### src/rtl/pc_sequencer.sv
// Program-counter sequencer: sequential step, stall, branch, call/return via a
// circular return-address stack with sticky overflow/underflow flags.
//
// Ports:
//   clk, reset        rising-edge clock, async active-high reset
//   stall             freeze PC, stack and flags for this edge
//   branch_en         load branch_target into PC
//   branch_target     branch / call destination
//   call_en           push out+STEP, load branch_target
//   ret_en            pop stack top into PC
//   out               registered current PC
//   ras_count         number of valid stack entries
//   ras_overflow      sticky: call pushed while stack full
//   ras_underflow     sticky: return issued while stack empty
module pc_sequencer #(
    parameter int                ADDR_W    = 32,
    parameter int                STEP      = 4,
    parameter logic [ADDR_W-1:0] RESET_VEC = '0,
    parameter int                RAS_DEPTH = 8
) (
    input  logic                         clk,
    input  logic                         reset,
    input  logic                         stall,
    input  logic                         branch_en,
    input  logic [ADDR_W-1:0]            branch_target,
    input  logic                         call_en,
    input  logic                         ret_en,
    output logic [ADDR_W-1:0]            out,
    output logic [$clog2(RAS_DEPTH):0]   ras_count,
    output logic                         ras_overflow,
    output logic                         ras_underflow
);

    localparam int PTR_W = $clog2(RAS_DEPTH);
    localparam int CNT_W = PTR_W + 1;
    localparam logic [CNT_W-1:0] FULL = CNT_W'(RAS_DEPTH);

    logic [ADDR_W-1:0] ras [RAS_DEPTH];
    logic [PTR_W-1:0]  top;
    logic [PTR_W-1:0]  top_nxt;
    logic [ADDR_W-1:0] out_nxt;
    logic [CNT_W-1:0]  cnt_nxt;
    logic              ovf_nxt;
    logic              unf_nxt;
    logic              do_push;
    logic [ADDR_W-1:0] seq_pc;

    assign seq_pc = out + ADDR_W'(STEP);

    // Priority: stall > ret > call > branch > increment.
    // When full, the push lands on top+1, which is the oldest slot,
    // so the circular buffer keeps the newest RAS_DEPTH entries.
    always_comb begin
        out_nxt = out;
        top_nxt = top;
        cnt_nxt = ras_count;
        ovf_nxt = ras_overflow;
        unf_nxt = ras_underflow;
        do_push = 1'b0;
        if (!stall) begin
            if (ret_en) begin
                if (ras_count != '0) begin
                    out_nxt = ras[top];
                    top_nxt = top - PTR_W'(1);
                    cnt_nxt = ras_count - CNT_W'(1);
                end else begin
                    out_nxt = seq_pc;
                    unf_nxt = 1'b1;
                end
            end else if (call_en) begin
                do_push = 1'b1;
                top_nxt = top + PTR_W'(1);
                out_nxt = branch_target;
                if (ras_count == FULL) begin
                    ovf_nxt = 1'b1;
                end else begin
                    cnt_nxt = ras_count + CNT_W'(1);
                end
            end else if (branch_en) begin
                out_nxt = branch_target;
            end else begin
                out_nxt = seq_pc;
            end
        end
    end

    always_ff @(posedge clk or posedge reset) begin
        if (reset) begin
            out           <= RESET_VEC;
            top           <= '0;
            ras_count     <= '0;
            ras_overflow  <= 1'b0;
            ras_underflow <= 1'b0;
        end else begin
            out           <= out_nxt;
            top           <= top_nxt;
            ras_count     <= cnt_nxt;
            ras_overflow  <= ovf_nxt;
            ras_underflow <= unf_nxt;
        end
    end

    // Stack contents need no reset; only the count marks them valid.
    always_ff @(posedge clk) begin
        if (do_push) begin
            ras[top_nxt] <= seq_pc;
        end
    end

endmodule
### config.mk
export PLATFORM = sky130hd
export DESIGN_NAME = pc_sequencer
export DESIGN_NICKNAME = d
export VERILOG_FILES = /design/src/rtl/pc_sequencer.sv
export SDC_FILE = /design/constraint.sdc
export NUM_CORES = 1
export LEC_CHECK = 0
export CAP_MARGIN = 20
export CORE_UTILIZATION = 54
export DETAILED_ROUTE_END_ITERATION = 6
export PLACE_DENSITY = 0.79
export REMOVE_ABC_BUFFERS = 1
export SETUP_SLACK_MARGIN = 0.2
export SKIP_CTS_REPAIR_TIMING = 1
export SYNTH_ARGS = -nofsm -noshare
export SYNTH_HDL_FRONTEND = slang
export SYNTH_SLANG_ARGS = --single-unit
### constraint.sdc
create_clock -name clk -period 4.35 [get_ports clk]
set_clock_uncertainty 0.1 [all_clocks]
set_input_delay 0.435 -clock clk [delete_from_list [all_inputs] [get_ports clk]]
set_output_delay 0.435 -clock clk [all_outputs]
set_load 0.02 [all_outputs]
After elaboration in Yosys (flattened, before gate mapping). Memory sizes are Yosys's and may differ from the RTL's. Index checks and enable logic that the tools add are counted.

Register bits: 41. RAM bits: 256. Logic and storage cells: 39. Memories: 1.

Memory list: ras (words 8, width 32, rd ports 1, clocked after Yosys merged registers in 0, write ports 1, RTL line 38) `logic [ADDR_W-1:0] ras [RAS_DEPTH];`.

Add/sub/neg operators: 5. Equality and inequality tests: 3. Multiplexer cells: 17. Bitwise operators: 3. Reductions and logical operators: 5.

Operators by type and width (number): 32-bit 2-to-1 mux (4); 32-bit by 3-bit adder with 32-bit output (second input constant) (1); 4-bit 2-to-1 mux (4); 3-bit 2-to-1 mux (4); 4-bit AND reduction (2); 1-bit 2-to-1 mux (5); 4-bit by 1-bit adder with 4-bit output (second input constant) (1); 4-bit equality test (second input constant) (1); 4-bit nonzero test (1); 4-bit by 1-bit subtractor with 4-bit output (second input constant) (1); 3-bit by 1-bit adder with 3-bit output (second input constant) (1); 1-bit NOT (3); 3-bit AND reduction (1); 3-bit by 1-bit subtractor with 3-bit output (second input constant) (1); 2-bit by 1-bit != test with 1-bit output (second input constant) (1); 2-bit != test (second input constant) (1); 2-bit nonzero test (1).

Longest topological paths before layout.
Depth after elaboration: 5. Mapped depth: 10. Mapped depth without buffers: 7.

Worst setup path after synthesis. No wires, ideal clock.

Path kind: register -> register. From: register top[0]. To: memory ras[3][0], enable pin. Arrival: 4125 ps. Required time: 3789 ps. Path slack: -336 ps. Stages on the path, launching flop included: 9. Path buffers: 3. Clock period less this slack: 4686 ps. Cells stage by stage: dfrtp_1 > buf_2 > buf_2 > buf_2 > inv_1 > ha_1 > a22oi_1 > o22ai_1 > nor3_1.

Word-level cells in the longest chain between the ends: 4.

Ends and longest elaborated chain: start, declared (RTL line 39) `logic [PTR_W-1:0] top;`; start signal, assigned (RTL line 96) `top <= top_nxt;`; 3-bit by 1-bit adder with 3-bit output or 3-bit by 1-bit subtractor with 3-bit output (tied branches) (RTL line 72, 64); 3-bit 2-to-1 mux (on tied branches) (RTL line 70, 62); 3-bit 2-to-1 mux (RTL line 61) `if (ret_en) begin`; 3-bit 2-to-1 mux (*) (RTL line 60) `if (!stall) begin`; end, declared (RTL line 38).

Mark *: on every way between the ends. The rest lies on a longest branch, timed or not.

Worst setup path after layout.
From: register ras_count[1]. To: memory ras[5][18], enable pin.

Word-level cells in the longest chain between the ends: 4.

Ends and longest elaborated chain: start, declared (RTL line 29) `output logic [$clog2(RAS_DEPTH):0] ras_count,`; start signal, assigned (RTL line 97) `ras_count <= cnt_nxt;`; 4-bit nonzero test (RTL line 62) `if (ras_count != '0) begin`; 3-bit 2-to-1 mux (RTL line 62); 3-bit 2-to-1 mux (RTL line 61); 3-bit 2-to-1 mux (RTL line 60).

No other way between the ends.

==> qor.csv <==
stage,metric,value,unit
placed_design,hpwlAfterDp,18.0,mm
global_routing,antenna_found_initial,0,
sta,rsz0062_at_grt,no,
cells_and_area,final_core_util,65.1,%
yosys,yosys_register_bits,297,
routing,wirelength,29.2,mm
sta,min_period_over_period,77.4,%
routing,postRouteAntennaNets,0,
floorplanning,start_util,55.6,%
cells_and_area,layoutNonFillerInstCount,1165,
placed_design,dp.cells,1110,
floorplanning,die_x,156,um
critical_path,required,4.48,ns
routing,dr.pass1.iters,5,
flow_run,maxCapViolCount,0,
sta,fin_tns_setup,0,ns
clocking,cts_sinks,297,
power_and_ir_drop,combPwrFrac,30.3,%
clocking,ctsHtreeMaxLevel,1,
yosys,avgSynthCellArea,17.0,um^2
power_and_ir_drop,seqPwrFrac,43.0,%
yosys,synth_edf_count,256,
yosys,ys.flop_type,edfxtp_1,
yosys,yosysWarningCount,0,
yosys,synthCells,748,
placed_design,place_congestion,0.896,
sta,fin_crit,3.37,ns
cells_and_area,layout_commonest_cell,edfxtp_1,
sta,relSlewSlack,24.0,%
yosys,ys_types,66,
critical_path,crit_fanout,23,
global_routing,grt_usage,24.9,%
floorplanning,std_cell_rows,55,
floorplanning,core,22900,um^2
routing,avgRoutedWirePerCell,25.0,um
clocking,cts-root-buf,clkbuf_16,
routing,drt_iter0_markers,925,
clocking,cts_made_buffers,29,
clocking,clock_path_buffers,3,
power_and_ir_drop,powerDensity,653,nW/um^2
cells_and_area,diodes,0,
sta,setup_viol,0,
run_status,status,completed,
placed_design,port-buffer-count,75,
sta,drv_slew,0,
cells_and_area,final_cell_mix,"edfxtp_1 (256), clkdlybuf4s50_1 (74), mux4_2 (64)",
cells_and_area,drive_above_1_share,19.8,%
power_and_ir_drop,p_clk_share,26.7,%
critical_path,critPathKind,reg -> reg,
sta,hold_viol,0,
power_and_ir_drop,leakage,5.03,nW
power_and_ir_drop,netSwitchingFraction,32.0,%
yosys,synth-seq-area-share,68.3,%
cells_and_area,syn2layout_area_growth,17.0,%
global_routing,grt_max_degree,66,
clocking,clkTransAtPathRegs,0.06,ns
sta,max_freq,297,MHz
power_and_ir_drop,total_power,0.00974,W
routing,via_count,7485,
routing,drc_errors,0,
global_routing,globalRouteOverflowTotal,0,
power_and_ir_drop,ir_worst_vdd,0.461,mV
power_and_ir_drop,p_int,0.00662,W
floorplanning,dieArea,24200,um^2
critical_path,cp-end-kind,flop,
global_routing,grt_pass1_wl,45.0,mm
cells_and_area,nets,873,
floorplanning,io_pins,76,
critical_path,critPathLaunchType,flop,
critical_path,worstPathArrival,3.50,ns
hold_path,hold_class,in -> async,
yosys,syn_area,12700,um^2
routing,viasPerCell,6.42,
clocking,cts_tree,done,
power_and_ir_drop,p_sw,0.00312,W
global_routing,grt_pass1_vias,7745,
clocking,insertion_delay,0.54,ns
yosys,synth-async-reset-ratio,13.8,%
floorplanning,dieHeight,156,um
sta,tightest_slew,1.14,ns
[power groups by stage]
stage	clock [W]	combinational [W]	sequential [W]
3_5_place_dp	0	0.00294	0.00423
6_report	0.00260	0.00295	0.00419
3_3_place_gp	0	0.00283	0.00420
2_1_floorplan	0	0.00159	0.00451
5_1_grt	0.00273	0.00315	0.00423
4_1_cts	0.00263	0.00295	0.00418
[critical path, stage by stage, from the launching register on]
cell     delay, ns
dfrtp_1       0.52
o41a_1        0.58
a22oi_1       0.18
o22ai_1       0.63
nand3_1       0.35
nor2_4        0.42
buf_12        0.27
[cells by family after synthesis]
| kind of cell | count (synthesis) | synth area share, % |
|---|---|---|
| compound gates | 123 | 6.92 |
| xor+xnor | 35 | 2.46 |
| fa+ha+maj | 6 | 0.648 |
| buf+inv | 69 | 2.43 |
| flops | 297 | 68.3 |
| mux | 89 | 13.3 |
| simple gates | 129 | 5.86 |
[layout make-up]
| class | instances | area, um^2 |
|---|---|---|
| Fill cell | 1503 | 8000 |
| Timing Repair Buffer | 96 | 941 |
| Sequential cell | 297 | 8720 |
| Multi-Input combinational cell | 382 | 3780 |
| Tap cell | 313 | 392 |
| Clock inverter | 12 | 168 |
| Clock buffer | 42 | 835 |
| Inverter | 23 | 86.3 |
[cells in the mapped netlist, drive strengths merged, types with 3 or more instances]
cell type	n	area share [%]
a21o	4	0.24
a21oi	29	1.1
a221o	3	0.24
a22o	3	0.21
a22oi	11	0.65
a31oi	3	0.15
a32oi	5	0.34
and3	7	0.34
and4	3	0.21
buf	29	1.3
clkbuf	17	0.50
dfrtp	41	8.0
edfxtp	256	60
ha	5	0.49
inv	23	0.68
mux2	7	0.62
mux2i	18	1.4
mux4	64	11
nand2	41	1.2
nand3	15	0.86
nand4	9	0.79
nor2	28	0.84
nor3	13	0.55
nor4	5	0.60
o21ai	23	0.90
o21bai	3	0.18
o221ai	10	0.69
o22ai	5	0.29
o311a	7	0.55
xnor2	29	2.1
xor2	6	0.41
[path summary, 6_finish.rpt]
path	startpoint	to	slack (ns)	cells past startpoint
worst max-delay path	ras_count[1]	ras[5][18]	0.98	6
worst min-delay path	reset	out[31]	0.04	2
worst max register to register	ras_count[1]	ras[5][18]	0.98	6
worst min register to register	ras_overflow	ras_overflow	0.38	1
max in group asynchronous	reset	top[0]	3.61	3
min in group clk	stall	out[19]	0.31	2
[registers in the layout, summed over array words and instances (netlist names)]
name	cells
ras_underflow	1
ras	256
ras_count	4
top	3
ras_overflow	1
out	32
[metrics by stage]
step	setup slack, ns	hold WS (ns)	instance area, um^2
after floorplan	-2.37	0.421	12500
after global placement	0.732	0.361	13900
after detailed placement	0.617	0.381	13900
after CTS	0.958	0.276	14900
after global routing	0.786	0.0613	14900
final	0.984	0.0442	14900
[routing by layer]
layer | up-vias | global-route usage (%) | routed length, um
met1 | 3867 | 34.5 | 11700
met4 | 0 | 7.98 | 646
met3 | 55 | 4.50 | 2630
met5 | - | 0 | 0
met2 | 407 | 40.5 | 14200
li1 | 3156 | - | -
No activity file was read; power rests on OpenSTA's default activity.
